**src/rtl/status_reporter.sv**
```systemverilog
// status_reporter
// Host-bound telemetry packetiser. Counts completed phase frames and rising
// edges of the receiver read-error level, and on a host request emits a fixed
// 6-byte status packet into the TX FIFO:
//   b0 MAGIC, b1 {mod_enable, 0, mod_half_period}, b2 frame_cnt[15:8],
//   b3 frame_cnt[7:0], b4 err_cnt, b5 XOR(b0..b4)
//
// FIFO handshake: txfifo_full acts as an inverted ready. A byte transfers on
// every cycle in which txfifo_wr is high. txfifo_wr is only ever raised while
// txfifo_full is low, so a write never lands on a full FIFO. While the FIFO is
// full, the current byte is held and re-presented until it can be written.
//
// Ports:
//   clk, rst           system clock, synchronous active-high reset
//   report_req         single-cycle host request pulse
//   frame_done         single-cycle pulse per completed phase frame
//   read_error         error level; rising edges are counted (saturating)
//   mod_enable         modulation enable, snapshotted at accept
//   mod_half_period    modulation half period, snapshotted at accept
//   txfifo_full        TX FIFO full
//   txfifo_wr          TX FIFO write strobe
//   txfifo_data        TX FIFO write data
//   busy               packet in progress (FSM is in SEND)
//   dropped_req        one-cycle pulse after a request arrives during SEND
module status_reporter #(
  parameter int          DATA_W        = 8,
  parameter logic [7:0]  MAGIC         = 8'hA5,
  parameter bit          CLEAR_ON_READ = 1'b1
) (
  input  logic              clk,
  input  logic              rst,
  input  logic              report_req,
  input  logic              frame_done,
  input  logic              read_error,
  input  logic              mod_enable,
  input  logic [5:0]        mod_half_period,
  input  logic              txfifo_full,
  output logic              txfifo_wr,
  output logic [DATA_W-1:0] txfifo_data,
  output logic              busy,
  output logic              dropped_req
);

  if (DATA_W != 8) begin : g_bad_width
    $error("status_reporter: DATA_W must be 8");
  end

  typedef enum logic {IDLE = 1'b0, SEND = 1'b1} state_t;

  state_t      state, state_nx;
  logic [2:0]  idx, idx_nx;
  logic [15:0] frame_cnt;
  logic [7:0]  err_cnt;
  logic        prev;
  logic [15:0] sh_frame;
  logic [7:0]  sh_err;
  logic        sh_en;
  logic [5:0]  sh_hp;
  logic [7:0]  byte_sel;
  logic        err_edge;
  logic        accept;
  logic        write;

  assign err_edge = read_error & ~prev;
  assign accept   = (state == IDLE) & report_req;
  // Reset is folded in combinationally so a packet aborted by reset produces
  // no write even in the reset cycle itself.
  assign write    = (state == SEND) & ~txfifo_full & ~rst;
  assign busy     = (state == SEND);

  always_ff @(posedge clk) begin
    if (rst) begin
      state       <= IDLE;
      idx         <= 3'd0;
      frame_cnt   <= 16'd0;
      err_cnt     <= 8'd0;
      prev        <= 1'b0;
      sh_frame    <= 16'd0;
      sh_err      <= 8'd0;
      sh_en       <= 1'b0;
      sh_hp       <= 6'd0;
      dropped_req <= 1'b0;
    end else begin
      state       <= state_nx;
      idx         <= idx_nx;
      prev        <= read_error;
      dropped_req <= (state == SEND) & report_req;
      if (frame_done) begin
        frame_cnt <= frame_cnt + 16'd1;
      end
      // Clearing at accept keeps an error edge from the accept cycle itself,
      // since the snapshot holds only the pre-increment value.
      if (accept && CLEAR_ON_READ) begin
        err_cnt <= {7'd0, err_edge};
      end else if (err_edge && (err_cnt != 8'hFF)) begin
        err_cnt <= err_cnt + 8'd1;
      end
      if (accept) begin
        sh_frame <= frame_cnt;
        sh_err   <= err_cnt;
        sh_en    <= mod_enable;
        sh_hp    <= mod_half_period;
      end
    end
  end

  always_comb begin
    state_nx = state;
    idx_nx   = idx;
    case (state)
      IDLE: begin
        if (report_req) begin
          state_nx = SEND;
          idx_nx   = 3'd0;
        end
      end
      SEND: begin
        if (write) begin
          if (idx == 3'd5) begin
            state_nx = IDLE;
            idx_nx   = 3'd0;
          end else begin
            idx_nx = idx + 3'd1;
          end
        end
      end
      default: begin
        state_nx = IDLE;
        idx_nx   = 3'd0;
      end
    endcase
  end

  always_comb begin
    byte_sel = 8'd0;
    case (idx)
      3'd0: byte_sel = MAGIC;
      3'd1: byte_sel = {sh_en, 1'b0, sh_hp};
      3'd2: byte_sel = sh_frame[15:8];
      3'd3: byte_sel = sh_frame[7:0];
      3'd4: byte_sel = sh_err;
      3'd5: byte_sel = MAGIC ^ {sh_en, 1'b0, sh_hp} ^ sh_frame[15:8]
                       ^ sh_frame[7:0] ^ sh_err;
      default: byte_sel = 8'd0;
    endcase
  end

  assign txfifo_wr   = write;
  assign txfifo_data = ((state == SEND) && !rst) ? byte_sel : 8'd0;

endmodule

```
**config.mk**
```make
export PLATFORM = sky130hd
export DESIGN_NAME = status_reporter
export DESIGN_NICKNAME = d
export VERILOG_FILES = /design/src/rtl/status_reporter.sv
export SDC_FILE = /design/constraint.sdc
export NUM_CORES = 1
export LEC_CHECK = 0
export CAP_MARGIN = 20
export CORE_MARGIN = 1.5
export CORE_UTILIZATION = 58
export DETAILED_ROUTE_END_ITERATION = 12
export GPL_ROUTABILITY_DRIVEN = 0
export PLACE_DENSITY_LB_ADDON = 0.12
export SYNTH_ARGS = -nofsm -noshare
export SYNTH_HDL_FRONTEND = slang
export SYNTH_SLANG_ARGS = --single-unit
```
**constraint.sdc**
```tcl
create_clock -name clk -period 2.6 [get_ports clk]
set_input_delay 0.52 -clock clk [delete_from_list [all_inputs] [get_ports clk]]
set_output_delay 0.52 -clock clk [all_outputs]
set_load 0.01 [all_outputs]
```
==> results of run 1 <==
[per-stage QoR]
step | hold WS (ps) | std cells | cell area, µm²
2_1_floorplan | 440.1 | 373 | 2988
3_3_place_gp | 468.7 | 451 | 3288
3_5_place_dp | 479.5 | 451 | 3288
4_1_cts | 477.8 | 467 | 3496
5_1_grt | 510.6 | 467 | 3502
6_report | 481.6 | 467 | 3502
[worst reg2reg max path: stages (launching register included)]
cell and delay, ps:
dfxtp_1 460, and4_1 350, nand2_1 110, or4_1 530, a21oi_1 160
[path summary, 6_finish.rpt]
| path | from | end | slack [ps] |
|---|---|---|---|
| worst max register to register | frame_cnt[2] | frame_cnt[13] | 930 |
| worst min-delay path | frame_cnt[15] | sh_frame[15] | 480 |
| worst max-delay path | idx[1] | txfifo_data[4] | 80 |
| worst min register to register | frame_cnt[15] | sh_frame[15] | 480 |
[where the power goes]
| part | internal (mW) | total [mW] | leakage, nW | switching [mW] |
|---|---|---|---|---|
| Clock | 0.447 | 0.810 | 0.101 | 0.363 |
| Combinational | 0.0734 | 0.161 | 0.604 | 0.0880 |
| Sequential | 0.951 | 0.972 | 0.495 | 0.0210 |
| Total | 1.47 | 1.94 | 1.20 | 0.472 |
[per-layer routing]
metal	GRT usage, %	wire, µm
met1	38.08	3275
met2	41.67	3147
met3	5.622	318
met4	10.30	119
met5	0	0
[state kept, by name (all words and copies together), names as in the netlist]
register / flops
frame_cnt: 16
sh_frame: 16
err_cnt: 8
sh_err: 8
sh_hp: 6
idx: 3
busy: 1
dropped_req: 1
prev: 1
sh_en: 1
[Yosys cell counts]
cell type | instances | area (µm²)
ha_1 | 3 | 37.54
nor3_1 | 5 | 25.02
a31oi_1 | 1 | 6.260
a221oi_1 | 4 | 35.03
clkbuf_1 | 18 | 67.56
nand2_1 | 72 | 270.3
and3_1 | 2 | 12.51
nand3_1 | 13 | 65.06
nor3b_2 | 1 | 12.51
buf_4 | 3 | 22.52
xnor2_1 | 24 | 210.2
buf_2 | 1 | 5.000
o22ai_1 | 7 | 43.79
o21a_1 | 3 | 22.52
a41oi_1 | 1 | 8.760
nor2b_1 | 9 | 56.30
and4_1 | 3 | 26.28
dfxtp_1 | 61 | 1221
nand2b_1 | 10 | 62.56
nor2_1 | 25 | 93.84
a2111oi_0 | 1 | 8.760
o31ai_1 | 3 | 22.52
xor2_1 | 11 | 96.34
or3_1 | 3 | 18.77
mux2i_1 | 3 | 30.03
nor4_1 | 1 | 6.260
nand4_1 | 9 | 56.30
a22o_1 | 4 | 35.03
a311oi_1 | 1 | 8.760
nor3b_1 | 2 | 15.01
a32oi_1 | 1 | 8.760
a22oi_1 | 6 | 45.04
and2_1 | 4 | 25.02
buf_6 | 1 | 11.26
a21oi_1 | 42 | 210.2
o21ai_1 | 1 | 5.000
or2_2 | 1 | 6.260
inv_1 | 3 | 11.26
o21ai_0 | 5 | 25.02
or4_1 | 3 | 22.52
a211oi_1 | 2 | 15.01
[cell families (layout without fill, tap and decap cells)]
group	after synthesis	in the layout	synth area share [%]
buffers and inverters	26	53	3.936
multiplexers	3	3	1.005
adder cells (fa/ha/maj)	3	3	1.256
flip-flops	61	61	40.87
XOR/XNOR	35	35	10.26
AND/OR/NAND/NOR	163	163	25.92
AO/OA/AOI/OAI	82	82	16.75
[layout make-up]
cell class                 instances  area, µm²  area share (%)
inverter                           3      11.26          0.3215
tap                               67      83.83           2.394
sequential                        61       1224           34.94
timing repair buffer              34      310.3           8.860
multi-input combinational        286       1677           47.87
clock buffer                      13      178.9           5.109
clock inverter                     3      17.52          0.5002
[what timing repair did]
item,4_1_cts,5_1_grt
endpoints found under the setup margin,8,1
resized for setup,15,1
pin swaps,1,0
==> flow_metrics.env, run 1 <==
export IMPL_max_stage_delay_ps=370
export IMPL_p_leak_nw=1.200
export IMPL_drtIter0Drc=211
export IMPL_peakVddDrop_mv=0.4103
export IMPL_final_period_utilization_pct=96.97
export IMPL_nFillCells=395
export IMPL_hp_class="flop to flop"
export IMPL_yosys_register_bits=61
export IMPL_insertedDiodeCount=0
export IMPL_cts_tree="yes"
export IMPL_cp_arrival_ps=2000
export IMPL_synth_cells=373
export IMPL_grtUsageTotal_pct=27.24
export IMPL_holdPathStages=2
export IMPL_syn_area_um2=2988
export IMPL_dr_pass1_iters=4
export IMPL_cellPowerDensity_nw_per_um2=555.0
export IMPL_die_h_um=74.78
export IMPL_tightest_slew_ps=540.7
export IMPL_power_mw=1.944
export IMPL_tns_ps=0
export IMPL_grt_pass1_wl_um=11580
export IMPL_place_hpwl_um=4728
export IMPL_drive_gt1_share_pct=9.500
export IMPL_wl_per_cell_um=14.69
export IMPL_critical_path_class="flop to primary output"
export IMPL_reg2reg_depth=4
export IMPL_drv_cap=0
export IMPL_die_x_um=74.78
export IMPL_fin_skew_ps=6.862
export IMPL_cts_root_buf="clkbuf_8"
export IMPL_ant_nets=0
export IMPL_seq_area_frac_synth_pct=40.87
export IMPL_clock_sinks=61
export IMPL_cp_slowest_cell="dfxtp_2"
export IMPL_cts_path_max_buffers=2
export IMPL_cpLargestDelayFamily="compound AO/OA/AOI/OAI gates"
export IMPL_cp_start_kind="flop"
export IMPL_period_needed_ps=2521
export IMPL_postCtsSetupRepairBufs=0
export IMPL_cts_buffers=9
export IMPL_clock_latency_ps=330
export IMPL_cp_max_fo=9
export IMPL_path_depth=6
export IMPL_worstPathRequired_ps=2080
export IMPL_fin_util_pct=72.23
export IMPL_syn_area_per_cell_um2=8.010
export IMPL_slew_headroom_pct=63.96
export IMPL_syn_nets=389
export IMPL_cp_num_buf_inv=1
export IMPL_drv_slew=0
export IMPL_setup_slack_ps=78.69
export IMPL_dieArea_um2=5591
export IMPL_num_vias=2693
export IMPL_synth_cell_types=41
export IMPL_clkTransAtPathRegs_ps=70
export IMPL_path_cells="and2_1, ha_2, nand2b_1, o21ai_4, o22ai_1, dlygate4sd2_1"
export IMPL_finalHoldViolations=0
export IMPL_ioPinCount=24
export IMPL_pre_cts_ws_ps=-100.7
export IMPL_timing_fmax_ghz=0.3966
export IMPL_wirelength_um=6861
export IMPL_drcViolationCount=0
export IMPL_worstSetupEndpointType="primary output"
export IMPL_setup_violations=0
export IMPL_first_global_vias=2445
export IMPL_viasPerCell=5.767
export IMPL_ctsHoldBuffers=0
export IMPL_grt_max_degree=56
export IMPL_grt_ovfl_total=0
export IMPL_initial_core_util_pct=61.63
export IMPL_rsz0062_at_grt="false"
export IMPL_coreArea_um2=4848
export IMPL_port_buffers=23
export IMPL_mostFrequentLayoutCells="72 x nand2_1, 59 x dfxtp_1, 42 x a21oi_1"
export IMPL_status="completed"
export IMPL_final_common_cell="nand2_1"
export IMPL_syn_to_final_growth_pct=17.21
export IMPL_htreeDepth=3
export IMPL_antenna_found_initial=0
export IMPL_rows=25
export IMPL_nNetsFinal=411
export IMPL_yosys_warnings=0
No activity file was read; power rests on OpenSTA's default activity.
==> inputs of run 2 (changes only) <==
- SKIP_LAST_GASP: default -> 1
==> results of run 2 <==
The final DEF is identical to that of run 1; final timing and power are the same.
